==> config.mk <==
export PLATFORM = sky130hd
export DESIGN_NAME = mem_stage_lsu_flat
export DESIGN_NICKNAME = d
export VERILOG_FILES = /design/src/rtl/mem_stage_lsu_pkg.sv /design/src/rtl/mem_stage_lsu_if.sv /design/src/rtl/mem_stage_lsu_align.sv /design/src/rtl/mem_stage_lsu.sv /design/src/flat_wrapper.sv
export SDC_FILE = /design/constraint.sdc
export NUM_CORES = 1
export LEC_CHECK = 0
export CAP_MARGIN = 20
export CORE_MARGIN = 2
export CORE_UTILIZATION = 47
export DETAILED_ROUTE_END_ITERATION = 6
export PLACE_DENSITY = 0.91
export REMOVE_ABC_BUFFERS = 1
export SLEW_MARGIN = 10
export SYNTH_ARGS = -nofsm -noshare
export SYNTH_HDL_FRONTEND = slang
export SYNTH_SLANG_ARGS = --single-unit
==> constraint.sdc <==
create_clock -name clk -period 6.3 [get_ports clk]
set_input_delay 0.945 -clock clk [delete_from_list [all_inputs] [get_ports clk]]
set_output_delay 0.945 -clock clk [all_outputs]
set_load 0.005 [all_outputs]
==> src/rtl/mem_stage_lsu_pkg.sv <==
// Shared types for the MEM-stage load/store unit: memory op codes, exception codes
// and op classification helpers.
package mem_pkg;

    typedef enum logic [3:0] {
        MEM_NONE = 4'd0,
        MEM_LW   = 4'd1,
        MEM_LH   = 4'd2,
        MEM_LHU  = 4'd3,
        MEM_LB   = 4'd4,
        MEM_LBU  = 4'd5,
        MEM_SW   = 4'd6,
        MEM_SH   = 4'd7,
        MEM_SB   = 4'd8
    } mem_op_t;

    typedef enum logic [1:0] {
        EXC_NONE = 2'd0,
        EXC_ADEL = 2'd1,
        EXC_ADES = 2'd2
    } exc_t;

    function automatic logic is_load(input mem_op_t op);
        case (op)
            MEM_LW, MEM_LH, MEM_LHU, MEM_LB, MEM_LBU: return 1'b1;
            default:                                  return 1'b0;
        endcase
    endfunction

    function automatic logic is_store(input mem_op_t op);
        case (op)
            MEM_SW, MEM_SH, MEM_SB: return 1'b1;
            default:                return 1'b0;
        endcase
    endfunction

endpackage

==> src/rtl/mem_stage_lsu_if.sv <==
// Word-wide data memory bus between the LSU (master) and the data memory (slave).
interface mem_stage_lsu_if;
    logic [31:0] dm_addr;
    logic [31:0] dm_wd;
    logic        dm_we;
    logic [31:0] dm_pc;
    logic [31:0] dm_rd;

    modport master (output dm_addr, output dm_wd, output dm_we, output dm_pc, input dm_rd);
    modport slave  (input dm_addr, input dm_wd, input dm_we, input dm_pc, output dm_rd);
endinterface

==> src/rtl/mem_stage_lsu_align.sv <==
// Combinational byte-lane logic: sub-word store merge, load extract/extend and
// alignment / range checking against the word-only data memory.
module mem_align
    import mem_pkg::*;
#(
    parameter int unsigned DM_BYTES = 32'd16384
) (
    input  mem_op_t     op,
    input  logic [31:0] addr,
    input  logic [31:0] rt,
    input  logic [31:0] rd,
    output logic [31:0] wd,
    output logic [31:0] ld_data,
    output exc_t        exc
);

    logic [1:0]  off_s;
    logic [4:0]  sh_s;
    logic [7:0]  byte_s;
    logic [15:0] half_s;
    logic        misal_s;
    logic        oor_s;

    // Lane selection, store merge, load extension and exception classification
    always_comb begin
        off_s   = addr[1:0];
        sh_s    = {off_s, 3'b000};
        byte_s  = rd[sh_s +: 8];
        half_s  = off_s[1] ? rd[31:16] : rd[15:0];

        wd = rd;
        case (op)
            MEM_SW: wd = rt;
            MEM_SH: begin
                if (off_s[1]) begin
                    wd[31:16] = rt[15:0];
                end else begin
                    wd[15:0] = rt[15:0];
                end
            end
            MEM_SB:  wd[sh_s +: 8] = rt[7:0];
            default: wd = rd;
        endcase

        case (op)
            MEM_LW:  ld_data = rd;
            MEM_LH:  ld_data = {{16{half_s[15]}}, half_s};
            MEM_LHU: ld_data = {16'h0000, half_s};
            MEM_LB:  ld_data = {{24{byte_s[7]}}, byte_s};
            MEM_LBU: ld_data = {24'h000000, byte_s};
            default: ld_data = addr;
        endcase

        case (op)
            MEM_LW, MEM_SW:          misal_s = (off_s != 2'b00);
            MEM_LH, MEM_LHU, MEM_SH: misal_s = off_s[0];
            default:                 misal_s = 1'b0;
        endcase
        oor_s = (addr >= DM_BYTES);

        if (is_load(op) && (misal_s || oor_s)) begin
            exc = EXC_ADEL;
        end else if (is_store(op) && (misal_s || oor_s)) begin
            exc = EXC_ADES;
        end else begin
            exc = EXC_NONE;
        end
    end

endmodule

==> src/rtl/mem_stage_lsu.sv <==
// MEM-stage LSU: EX/MEM and MEM/WB pipeline registers, single-shot store write
// enable, and forwarding / load-use information for the hazard unit.
module mem_stage_lsu
    import mem_pkg::*;
#(
    parameter int unsigned DM_BYTES = 32'd16384,
    parameter logic [31:0] PC_RESET = 32'h0000_3000
) (
    input  logic            clk,
    input  logic            reset,
    input  logic            hold,
    input  logic            flush,
    input  logic            ex_valid,
    input  logic [31:0]     ex_pc,
    input  logic [31:0]     ex_addr,
    input  logic [31:0]     ex_rt_data,
    input  mem_op_t         ex_mem_op,
    input  logic [4:0]      ex_rd_addr,
    input  logic            ex_reg_we,
    mem_stage_lsu_if.master dm,
    output logic            mem_fwd_valid,
    output logic [4:0]      mem_fwd_addr,
    output logic [31:0]     mem_fwd_data,
    output logic            mem_is_load,
    output logic            wb_valid,
    output logic [31:0]     wb_pc,
    output logic [4:0]      wb_rd_addr,
    output logic            wb_reg_we,
    output logic [31:0]     wb_wdata,
    output exc_t            wb_exc
);

    logic        em_valid_q,  em_valid_d;
    logic [31:0] em_pc_q,     em_pc_d;
    logic [31:0] em_addr_q,   em_addr_d;
    logic [31:0] em_rt_q,     em_rt_d;
    mem_op_t     em_op_q,     em_op_d;
    logic [4:0]  em_rd_q,     em_rd_d;
    logic        em_reg_we_q, em_reg_we_d;
    logic        store_done_q, store_done_d;

    logic        wb_valid_q,  wb_valid_d;
    logic [31:0] wb_pc_q,     wb_pc_d;
    logic [4:0]  wb_rd_q,     wb_rd_d;
    logic        wb_reg_we_q, wb_reg_we_d;
    logic [31:0] wb_wdata_q,  wb_wdata_d;
    exc_t        wb_exc_q,    wb_exc_d;

    logic [31:0] wd_s;
    logic [31:0] ld_data_s;
    exc_t        exc_s;
    logic        dm_we_s;

    mem_align #(.DM_BYTES(DM_BYTES)) u_align (
        .op      (em_op_q),
        .addr    (em_addr_q),
        .rt      (em_rt_q),
        .rd      (dm.dm_rd),
        .wd      (wd_s),
        .ld_data (ld_data_s),
        .exc     (exc_s)
    );

    // A store held in MEM writes once; store_done masks the repeats until EX/MEM advances
    always_comb begin
        dm_we_s = em_valid_q & is_store(em_op_q) & (exc_s == EXC_NONE) & ~store_done_q & ~reset;

        em_valid_d  = em_valid_q;
        em_pc_d     = em_pc_q;
        em_addr_d   = em_addr_q;
        em_rt_d     = em_rt_q;
        em_op_d     = em_op_q;
        em_rd_d     = em_rd_q;
        em_reg_we_d = em_reg_we_q;
        if (hold) begin
            store_done_d = store_done_q | dm_we_s;
        end else begin
            store_done_d = 1'b0;
            em_pc_d      = ex_pc;
            em_addr_d    = ex_addr;
            em_rt_d      = ex_rt_data;
            em_rd_d      = ex_rd_addr;
            if (flush) begin
                em_valid_d  = 1'b0;
                em_op_d     = MEM_NONE;
                em_reg_we_d = 1'b0;
            end else begin
                em_valid_d  = ex_valid;
                em_op_d     = ex_mem_op;
                em_reg_we_d = ex_reg_we;
            end
        end

        wb_valid_d  = wb_valid_q;
        wb_pc_d     = wb_pc_q;
        wb_rd_d     = wb_rd_q;
        wb_reg_we_d = wb_reg_we_q;
        wb_wdata_d  = wb_wdata_q;
        wb_exc_d    = wb_exc_q;
        if (!hold) begin
            wb_valid_d  = em_valid_q;
            wb_pc_d     = em_pc_q;
            wb_rd_d     = em_rd_q;
            wb_reg_we_d = em_valid_q & em_reg_we_q & (exc_s == EXC_NONE);
            wb_wdata_d  = ld_data_s;
            wb_exc_d    = em_valid_q ? exc_s : EXC_NONE;
        end else begin
            wb_valid_d  = wb_valid_q;
        end
    end

    // Pipeline registers with synchronous reset
    always_ff @(posedge clk) begin
        if (reset) begin
            em_valid_q   <= 1'b0;
            em_pc_q      <= PC_RESET;
            em_addr_q    <= 32'h0000_0000;
            em_rt_q      <= 32'h0000_0000;
            em_op_q      <= MEM_NONE;
            em_rd_q      <= 5'd0;
            em_reg_we_q  <= 1'b0;
            store_done_q <= 1'b0;
            wb_valid_q   <= 1'b0;
            wb_pc_q      <= PC_RESET;
            wb_rd_q      <= 5'd0;
            wb_reg_we_q  <= 1'b0;
            wb_wdata_q   <= 32'h0000_0000;
            wb_exc_q     <= EXC_NONE;
        end else begin
            em_valid_q   <= em_valid_d;
            em_pc_q      <= em_pc_d;
            em_addr_q    <= em_addr_d;
            em_rt_q      <= em_rt_d;
            em_op_q      <= em_op_d;
            em_rd_q      <= em_rd_d;
            em_reg_we_q  <= em_reg_we_d;
            store_done_q <= store_done_d;
            wb_valid_q   <= wb_valid_d;
            wb_pc_q      <= wb_pc_d;
            wb_rd_q      <= wb_rd_d;
            wb_reg_we_q  <= wb_reg_we_d;
            wb_wdata_q   <= wb_wdata_d;
            wb_exc_q     <= wb_exc_d;
        end
    end

    assign dm.dm_addr = {em_addr_q[31:2], 2'b00};
    assign dm.dm_wd   = wd_s;
    assign dm.dm_we   = dm_we_s;
    assign dm.dm_pc   = em_pc_q;

    assign mem_fwd_valid = em_valid_q & em_reg_we_q & ~is_load(em_op_q) & (em_rd_q != 5'd0);
    assign mem_fwd_addr  = em_rd_q;
    assign mem_fwd_data  = em_addr_q;
    assign mem_is_load   = em_valid_q & is_load(em_op_q);

    assign wb_valid   = wb_valid_q;
    assign wb_pc      = wb_pc_q;
    assign wb_rd_addr = wb_rd_q;
    assign wb_reg_we  = wb_reg_we_q;
    assign wb_wdata   = wb_wdata_q;
    assign wb_exc     = wb_exc_q;

endmodule

==> src/flat_wrapper.sv <==
// flat-port wrapper written by rule: the top's interface ports become plain ports
module mem_stage_lsu_flat import mem_pkg::*;
#(
    parameter int unsigned DM_BYTES = 32'd16384,
    parameter logic [31:0] PC_RESET = 32'h0000_3000
)
  (clk, reset, hold, flush, ex_valid, ex_pc, ex_addr, ex_rt_data, ex_mem_op, ex_rd_addr, ex_reg_we, mem_fwd_valid, mem_fwd_addr, mem_fwd_data, mem_is_load, wb_valid, wb_pc, wb_rd_addr, wb_reg_we, wb_wdata, wb_exc, dm_dm_addr, dm_dm_wd, dm_dm_we, dm_dm_pc, dm_dm_rd);
  mem_stage_lsu_if dm_i ();
  input  logic clk;
  input  logic reset;
  input  logic hold;
  input  logic flush;
  input  logic ex_valid;
  input  logic [31:0] ex_pc;
  input  logic [31:0] ex_addr;
  input  logic [31:0] ex_rt_data;
  input  mem_op_t ex_mem_op;
  input  logic [4:0] ex_rd_addr;
  input  logic ex_reg_we;
  output logic mem_fwd_valid;
  output logic [4:0] mem_fwd_addr;
  output logic [31:0] mem_fwd_data;
  output logic mem_is_load;
  output logic wb_valid;
  output logic [31:0] wb_pc;
  output logic [4:0] wb_rd_addr;
  output logic wb_reg_we;
  output logic [31:0] wb_wdata;
  output exc_t wb_exc;
  output wire logic [$bits(dm_i.dm_addr)-1:0] dm_dm_addr;
  output wire logic [$bits(dm_i.dm_wd)-1:0] dm_dm_wd;
  output wire logic [$bits(dm_i.dm_we)-1:0] dm_dm_we;
  output wire logic [$bits(dm_i.dm_pc)-1:0] dm_dm_pc;
  input wire logic [$bits(dm_i.dm_rd)-1:0] dm_dm_rd;
  assign dm_dm_addr = dm_i.dm_addr;
  assign dm_dm_wd = dm_i.dm_wd;
  assign dm_dm_we = dm_i.dm_we;
  assign dm_dm_pc = dm_i.dm_pc;
  assign dm_i.dm_rd = dm_dm_rd;
  mem_stage_lsu #(.DM_BYTES(DM_BYTES), .PC_RESET(PC_RESET)) u_core (.clk(clk), .reset(reset), .hold(hold), .flush(flush), .ex_valid(ex_valid), .ex_pc(ex_pc), .ex_addr(ex_addr), .ex_rt_data(ex_rt_data), .ex_mem_op(ex_mem_op), .ex_rd_addr(ex_rd_addr), .ex_reg_we(ex_reg_we), .dm(dm_i), .mem_fwd_valid(mem_fwd_valid), .mem_fwd_addr(mem_fwd_addr), .mem_fwd_data(mem_fwd_data), .mem_is_load(mem_is_load), .wb_valid(wb_valid), .wb_pc(wb_pc), .wb_rd_addr(wb_rd_addr), .wb_reg_we(wb_reg_we), .wb_wdata(wb_wdata), .wb_exc(wb_exc));
endmodule
======== Word level (Yosys, flattened, before mapping) ========
Cells that the tools add are included.
word-level totals
  register bits after elaboration ......... 181
  bits of input ports ..................... 143
  output and inout bits ................... 209
  word-level logic and storage cells ...... 68
cells by class
  $add $sub $neg .......................... 1
  magnitude comparators ................... 1
  equal/unequal tests ..................... 8
  shift operators ......................... 3
  mux-type cells .......................... 16
  bitwise operators ....................... 14
  reductions and logical operators ........ 11
operators with widths
  cell                    number
  $pmux 32 s5             1
  $pmux 32 s3             1
  $mux 16                 3
  $bwmux 32               1
  $ge 32x15->1 const B    1
  $shift 8x7->32 const A  1
  $shiftx 32x6->8         1
  $shiftx 8x7->32         1
  $eq 4x3->1 const B      4
  $and 1x1->1             9
  $eq 4x2->1 const B      2
  $neg 5->7               1
  $mux 2                  3
  $reduce_or 3->1         2
  $mux 1                  5
  $reduce_bool 5->1       1
  $reduce_or 5->1         1
  $eq 4x1->1 const B      1
  $eq 4x4->1 const B      1
  $mux 4                  1
  $not 1->1               4
  $reduce_or 2->1         2
  $logic_and 1x1->1       2
  $logic_not 2->1         1
  4 further kinds         4

======== Depth between registers and ports, before layout ========
Gate-level depths: netlist of run 1.
  word-level depth ........................ 14
  gate-level depth with buffers ........... 9
  depth with buffers taken out ............ 6

======== Modules after synthesis ========
A second synthesis of run 1 with hierarchy kept.
second synthesis, totals
  cells, all modules ...................... 942
  area total of the unflattened synthesis .. 8972.4 um2
modules (own cells, without submodules)
  module         times used  cells each  area an instance (um2)  sequential area each (um2)
  mem_stage_lsu  1           632         6839.1                  3623.5
  mem_align      1           310         2133.3                  0.0

======== Worst setup path after synthesis of run 1 ========
Ideal clock, no wire load.
  path type ............................... register -> output
  start ................................... register u_core.em_addr_q[1], in the netlist u_core.mem_fwd_data[1]
  end ..................................... output port dm_dm_wd[24]
  arrival time ............................ 2030 ps
  data required time ...................... 5355 ps
  path slack .............................. 3325 ps
  cell stages (with the launch flop) ...... 8
  buffers on the path ..................... 3
  cell sequence ........................... dfxtp_1 -> buf_4 -> buf_4 -> buf_2 -> inv_1 -> ha_1 -> nor4_4 -> a221o_1
between the ends
  cells in the longest elaborated chain, start to end .. 4
RTL lines
  element                                            line                       text
  start, declared                                    mem_stage_lsu.sv:35        logic [31:0] em_addr_q, em_addr_d;
  start signal, assigned                             mem_stage_lsu.sv:132       em_addr_q <= em_addr_d;
  $neg 5->7                                          mem_stage_lsu_align.sv:41  MEM_SB: wd[sh_s +: 8] = rt[7:0];
  $shiftx 8x7->32 or $shift 8x7->32 (tied branches)  mem_stage_lsu_align.sv:41
  $bwmux 32                                          mem_stage_lsu_align.sv:41
  $pmux 32 s3 (*)                                    mem_stage_lsu_align.sv:32  case (op)
  end, declared                                      flat_wrapper.sv:31         output wire logic [$bits(dm_i.dm_wd)-1:0] dm_dm_wd;
Mark *: on every way between the ends. The rest lies on a longest branch, timed or not.

======== Worst setup path in the final report of run 1 ========
  start ................................... register u_core.em_op_q[2]
  end ..................................... output port dm_dm_wd[7]
between the ends
  cells in the longest elaborated chain, start to end .. 2
RTL lines
  element                                   line                       text
  start, declared                           mem_stage_lsu.sv:37        mem_op_t em_op_q, em_op_d;
  start signal, assigned                    mem_stage_lsu.sv:134       em_op_q <= em_op_d;
  $eq 4x4->1 or $eq 4x3->1 (tied branches)  mem_stage_lsu_align.sv:32
  $pmux 32 s3 (*)                           mem_stage_lsu_align.sv:32
Marked as above.

==> flow_summary.toml, run 1 <==
[outcome]
status = "completed"

[floorplan]
rows = 49
fp.coreArea_um2 = 17900
start_util_pct = 47.78
die_x_um = 138.9
num_io_pins = 352
die_area_um2 = 19300
dieHeight_um = 138.9

[drt]
dr_total_vias = 8285
highest_layer = "met4"
route.detailed.drc = 0
viasPerCell = 5.778
ant_nets = 0
drt_iter0_drc = 581
met2_wirelength_mm = 14.99
met3_length_mm = 2.885
drt-total-wl_mm = 29.90
routedWlPerCell_um = 20.85
dr.pass1.iters = 5
wl_met1_mm = 10.85

[global_routing]
grt_pass1_wl_mm = 45.65
grt_pass1_vias = 8165
antenna_found_initial = 0
overflow = 0
grt_max_degree = 80
grt_usage_pct = 29.94

[place]
place_ws_ns = 2.287
io_buffers = 349
post-dp-hpwl_mm = 21.50
dp_cells = 1400
gp_congestion = 1.021

[logic_synthesis]
synth_area_um2 = 8554
synth.yosys.warnings = 0
yosysTopAreaCellShare_pct = 42.36
synth.most_common_cell = "dfxtp_1"
syn_area_per_cell_um2 = 9.319
synth.distinct_cells = 62
synth_area_leaders = "dfxtp_1 42%, mux2i_1 16%, nor2_1 6.6%"
synth_ff_type = "dfxtp_1"
yosysTopAreaCell = "dfxtp_1"
syn_inst = 918
synth_edf_count = 0
async_flop_share_pct = 0
synth-seq-cells = 181
synthTopCellsByCount = "181 x dfxtp_1, 150 x nor2_1, 140 x mux2i_1, 44 x nand2_1, 37 x buf_4"
yosysSeqAreaShare_pct = 42.36

[worst_setup_path]
critical_path_required_ns = 5.35
crit_family = "compound AO/OA/AOI/OAI gates"
start_kind = "flip-flop"
crit_arrival_ns = 3.55
slowest_delay_ns = 0.91
cp-end-kind = "output port"
critPathKind = "reg2out"
crit_path_top_delay_cell = "dfxtp_1"
crit_fanout = 25
path_buf_inv = 1
crit_chain = "nand3b_2, a21oi_2, a31o_2, a22o_1, clkdlybuf4s50_1"

[cts]
cts_setup_buffers = 0
h-tree-depth = 4
hold_buffers = 0
clkTransAtPathRegs_ns = 0.06
cts_sinks = 181
cts_buffer_depth = 2
cts_root_buf = "clkbuf_16"
cts_resized = 0
clkLatencyLatePin_ns = 0.43
cts_made_buffers = 17
cts_tree = "built"

[final_layout]
fin_util_pct = 69.42
fill_cells = 1378
multi_input_comb_area_um2 = 4324
drive_above_1_share_pct = 5.560
areaGrowthSynthToFinish_pct = 45.27
fin_cells = 1434
insertedDiodeCount = 0
regArea_um2 = 3625
finalNetCount = 1339

[sta]
fin_crit_sh_pct = 71.28
tns_ns = 0
slew_violations = 0
fin_ws_ns = 1.810
max_freq_ghz = 0.2227
relSlewSlack_pct = 27.39
tightest_slew_ns = 1.089
rsz0062_at_grt = "no"
finalHoldViolCount = 0
setup_viol = 0
whs_ns = 0.4484
fin_skew_ns = 0.008560
fin_crit_ns = 4.490

[job]
max_cap_viol_count = 0

[min_path]
hold_class = "reg2reg"

[power]
vdd_drop_max_v = 0.0001839
power.density_nw_per_um2 = 227.1
leakage_nw = 4.847
## layout by cell type, fill, tap and decap left out, types with 4 or more instances in the layout
cell type,netlist,final
a211o_1,9,9
inv_1,13,13
nand3_1,20,20
nand2_1,44,44
and4_1,5,5
buf_4,37,8
ha_1,4,4
clkdlybuf4s50_1,0,347
mux2_2,7,7
nand2b_1,23,23
mux2i_1,140,140
a221o_1,16,16
clkbuf_16,0,17
o21ai_1,10,10
a22oi_1,22,22
dfxtp_1,181,180
a222oi_1,10,10
nor4_1,5,5
nor2b_1,12,11
inv_6,0,7
o21ai_0,35,35
nor2_1,150,149
a22o_1,9,9
a21oi_1,21,21
a221oi_1,23,23
## worst register-to-register path, delay by kind of cell, from the launching register on
| kind | cells | cell delay (ns) |
|---|---|---|
| AO/OA/AOI/OAI | 2 | 0.82 |
| flip-flops | 1 | 0.95 |
| AND/OR/NAND/NOR | 1 | 0.13 |
| multiplexers | 1 | 0.44 |
## through the flow
stage	cell area, µm²	total power, mW
after floorplan	7986	1.456
after global placement	11830	1.795
after detailed placement	11830	1.808
after CTS	12390	2.832
after global routing	12430	2.934
final	12430	2.822
## area by class of cell
class | instances | share of cell area [%]
multi-input combinational | 621 | 34.80
sequential | 181 | 29.17
timing repair buffer | 358 | 28.83
clock buffer | 20 | 3.675
tap | 229 | 2.306
clock inverter | 12 | 0.8357
inverter | 13 | 0.3927
## flip-flops by register name (all words and copies together) (netlist names), 2 cells and up
| signal | cells |
|---|---|
| u_core.dm.dm_pc | 32 |
| u_core.em_rt_q | 32 |
| u_core.mem_fwd_data | 32 |
| u_core.wb_pc | 32 |
| u_core.wb_wdata | 32 |
| u_core.mem_fwd_addr | 5 |
| u_core.wb_rd_addr | 5 |
| u_core.em_op_q | 4 |
| u_core.wb_exc | 2 |
## power by group
group	leakage [nW]	internal [mW]	switching, mW
sequential	1.49	1.21	0.0685
clock	0.273	0.541	0.493
combinational	3.09	0.301	0.212
total	4.85	2.05	0.774
## worst paths after layout
| path | from | to | slack [ns] | cells after the start |
|---|---|---|---|---|
| worst max-delay path | u_core.em_op_q[2] | dm_dm_wd[7] | 1.81 | 5 |
| worst min-delay path | u_core.wb_wdata[6] | u_core.wb_wdata[6] | 0.45 | 2 |
| worst max register to register | u_core.mem_fwd_data[1] | u_core.wb_wdata[7] | 3.82 | 4 |
| worst min register to register | u_core.wb_wdata[6] | u_core.wb_wdata[6] | 0.45 | 2 |
## routing by layer
layer | GRT usage [%] | vias to the layer above
met4 | 13.66 | 0
met3 | 9.634 | 73
li1 | - | 3817
met2 | 53.02 | 444
met5 | 0 | -
met1 | 32.62 | 3951
## logic make-up (layout without fill, tap and decap cells)
group / count (synthesis) / count (layout) / synth area share, %
and+or+nand+nor: 285 / 285 / 16.25
other: 1 / 2 / 0.04384
buffers and inverters: 117 / 403 / 7.255
muxes: 148 / 148 / 17.57
AOI/OAI and AO/OA: 182 / 182 / 15.94
DFF: 181 / 181 / 42.36
adders and majority gates: 4 / 4 / 0.5851
(Power assumes the default switching activity.)
==> run 2: changes to the inputs <==
--- a/config.mk
+++ b/config.mk
@@ -7,9 +7,9 @@
 export LEC_CHECK = 0
 export CAP_MARGIN = 20
 export CORE_MARGIN = 2
-export CORE_UTILIZATION = 47
+export CORE_UTILIZATION = 39
 export DETAILED_ROUTE_END_ITERATION = 6
-export PLACE_DENSITY = 0.91
+export PLACE_DENSITY = 0.81
 export REMOVE_ABC_BUFFERS = 1
 export SLEW_MARGIN = 10
 export SYNTH_ARGS = -nofsm -noshare
==> constraint.sdc (replaced) <==
create_clock -name clk -period 3.75 [get_ports clk]
set_input_delay 0.5625 -clock clk [delete_from_list [all_inputs] [get_ports clk]]
set_output_delay 0.5625 -clock clk [all_outputs]
set_load 0.005 [all_outputs]
==> run 2 against run 1 <==
Net effect: non-clock buffer count rose by 7; register-to-register slack worse by 2.5 ns; cell area is 1.1% higher; critical path depth increased by 1; first-iteration DRC count shrank 4.5%; global-route usage shrank 4.2 points; clock skew is 0.0039 ns higher; count of clock-buffer cells in the layout is 1 lower; flip-flop and latch count unchanged; worst hold slack better by 0.0019 ns; final cell count increased by 4.1%; wire length grew 2.1%; critical endpoint is now dm_dm_wd[9]; largest cell class unchanged; largest power group unchanged.
==> flow_summary.toml, run 2 (synthesis gave the netlist of run 1 again) <==
[power]
vdd_drop_max_v = 0.0002667
leakage_nw = 4.897
power.density_nw_per_um2 = 381.4

[drt]
routedWlPerCell_um = 20.44
dr.pass1.iters = 6
route.detailed.drc = 0
drt_iter0_drc = 555
drt-total-wl_mm = 30.52
viasPerCell = 5.510
ant_nets = 0
dr_total_vias = 8227

[final_layout]
finalNetCount = 1346
fin_cells = 1493
drive_above_1_share_pct = 6.188
areaGrowthSynthToFinish_pct = 46.85
fill_cells = 1909
mostFrequentLayoutCell = "clkdlybuf4s50_1"
final_cell_mix = "347 x clkdlybuf4s50_1, 180 x dfxtp_1, 149 x nor2_1"

[cts]
cts_setup_buffers = 0
cts_root_buf = "clkbuf_16"
clkTransAtPathRegs_ns = 0.07
hold_buffers = 0
cts_resized = 0
cts_buffer_depth = 2
cts_tree = "built"
cts_made_buffers = 17
h-tree-depth = 4
clkLatencyLatePin_ns = 0.43
cts_sinks = 181

[worst_setup_path]
crit_arrival_ns = 3.00
cp-end-kind = "output port"
slowest_delay_ns = 0.79
crit_path_top_delay_cell = "a22oi_1"
critical_path_required_ns = 3.19
crit_chain = "inv_1, ha_1, a22oi_1, a222oi_1, inv_1, clkdlybuf4s50_1"
start_kind = "flip-flop"
cpMostUsedCell = "inv_1"
critPathKind = "reg2out"
crit_fanout = 17

[sta]
fin_crit_ns = 3.558
tns_ns = 0
relSlewSlack_pct = 31.86
whs_ns = 0.4503
max_freq_ghz = 0.2811
fin_skew_ns = 0.01244
rsz0062_at_grt = "no"
finalHoldViolCount = 0
setup_viol = 0
fin_crit_sh_pct = 94.87
tightest_slew_ns = 1.022
slew_violations = 0

[job]
max_cap_viol_count = 0

[global_routing]
antenna_found_initial = 1
grt_pass1_vias = 8193
grt_usage_pct = 25.74
grt_pass1_wl_mm = 47.06
grt_max_degree = 79
overflow = 0

[floorplan]
start_util_pct = 39.44
rows = 54
die_area_um2 = 23130
die_x_um = 152.1
dieHeight_um = 152.1
fp.coreArea_um2 = 21690
num_io_pins = 352

[outcome]
status = "completed"

[place]
gp_congestion = 0.9575
post-dp-hpwl_mm = 22.25
io_buffers = 349
dp_cells = 1460

[min_path]
hold_class = "reg2reg"
[run 2: changes by cell type in the layout (fill, tap and decap cells not counted)]
cell,change
clkinvlp_4,-2
clkbuf_1,-1
inv_8,+2
clkinv_4,+4
clkinv_8,+1
diode_2,+1
clkinv_2,-1
buf_4,+8
buf_8,-1
inv_6,-3
[run 2: through the flow]
stage | area, µm² | power, mW | utilization (%) | worst slack (ns)
floorplan | 7986 | 2.447 | - | 0.6382
global placement | 11980 | 3.031 | 55.22 | 0.7803
detailed placement | 11980 | 3.046 | 55.22 | 0.7248
CTS | 12560 | 4.844 | 57.91 | 0.2443
global route | 12560 | 5.004 | 57.91 | 0.06263
finish | 12560 | 4.791 | 57.92 | 0.1922
[run 2: final timing paths]
kind	startpoint	endpoint	slack, ns	cells past startpoint
setup / recovery	u_core.mem_fwd_data[1]	dm_dm_wd[9]	0.19	6
hold / removal	u_core.wb_wdata[7]	u_core.wb_wdata[7]	0.45	2
setup reg to reg	u_core.mem_fwd_data[1]	u_core.wb_wdata[7]	1.32	5
hold reg to reg	u_core.wb_wdata[7]	u_core.wb_wdata[7]	0.45	2
[run 2: report_power, final]
group          switching, mW  internal, mW  total, mW
clock network          0.864         0.923       1.79
logic                  0.368         0.506      0.874
registers              0.102          2.03       2.13
[run 2: final cells by class]
type                            instances  area [µm²]  share of cell area [%]
Multi-Input combinational cell        621        4324                   34.42
Timing Repair Buffer                  365        3627                   28.87
Sequential cell                       181        3625                   28.85
Clock buffer                           19       452.9                   3.606
Tap cell                              280       350.3                   2.789
Clock inverter                         13       131.4                   1.046
Inverter                               13       48.80                  0.3884
Antenna cell                            1       2.502                 0.01992
[run 2: critical path: cells and delay by family (launching register included)]
kind                     cells  cell delay (ns)
buffers and inverters        3             0.77
adder cells (fa/ha/maj)      1             0.22
flip-flops                   1             0.56
AO/OA/AOI/OAI                2             1.02
[run 2: per-layer routing]
metal | vias up | global-route usage [%] | wire length (µm)
li1 | 3835 | - | -
met2 | 431 | 43.46 | 14690
met4 | 0 | 10.46 | 1162
met3 | 69 | 9.270 | 2825
met1 | 3892 | 29.64 | 11850
met5 | - | 0 | 0
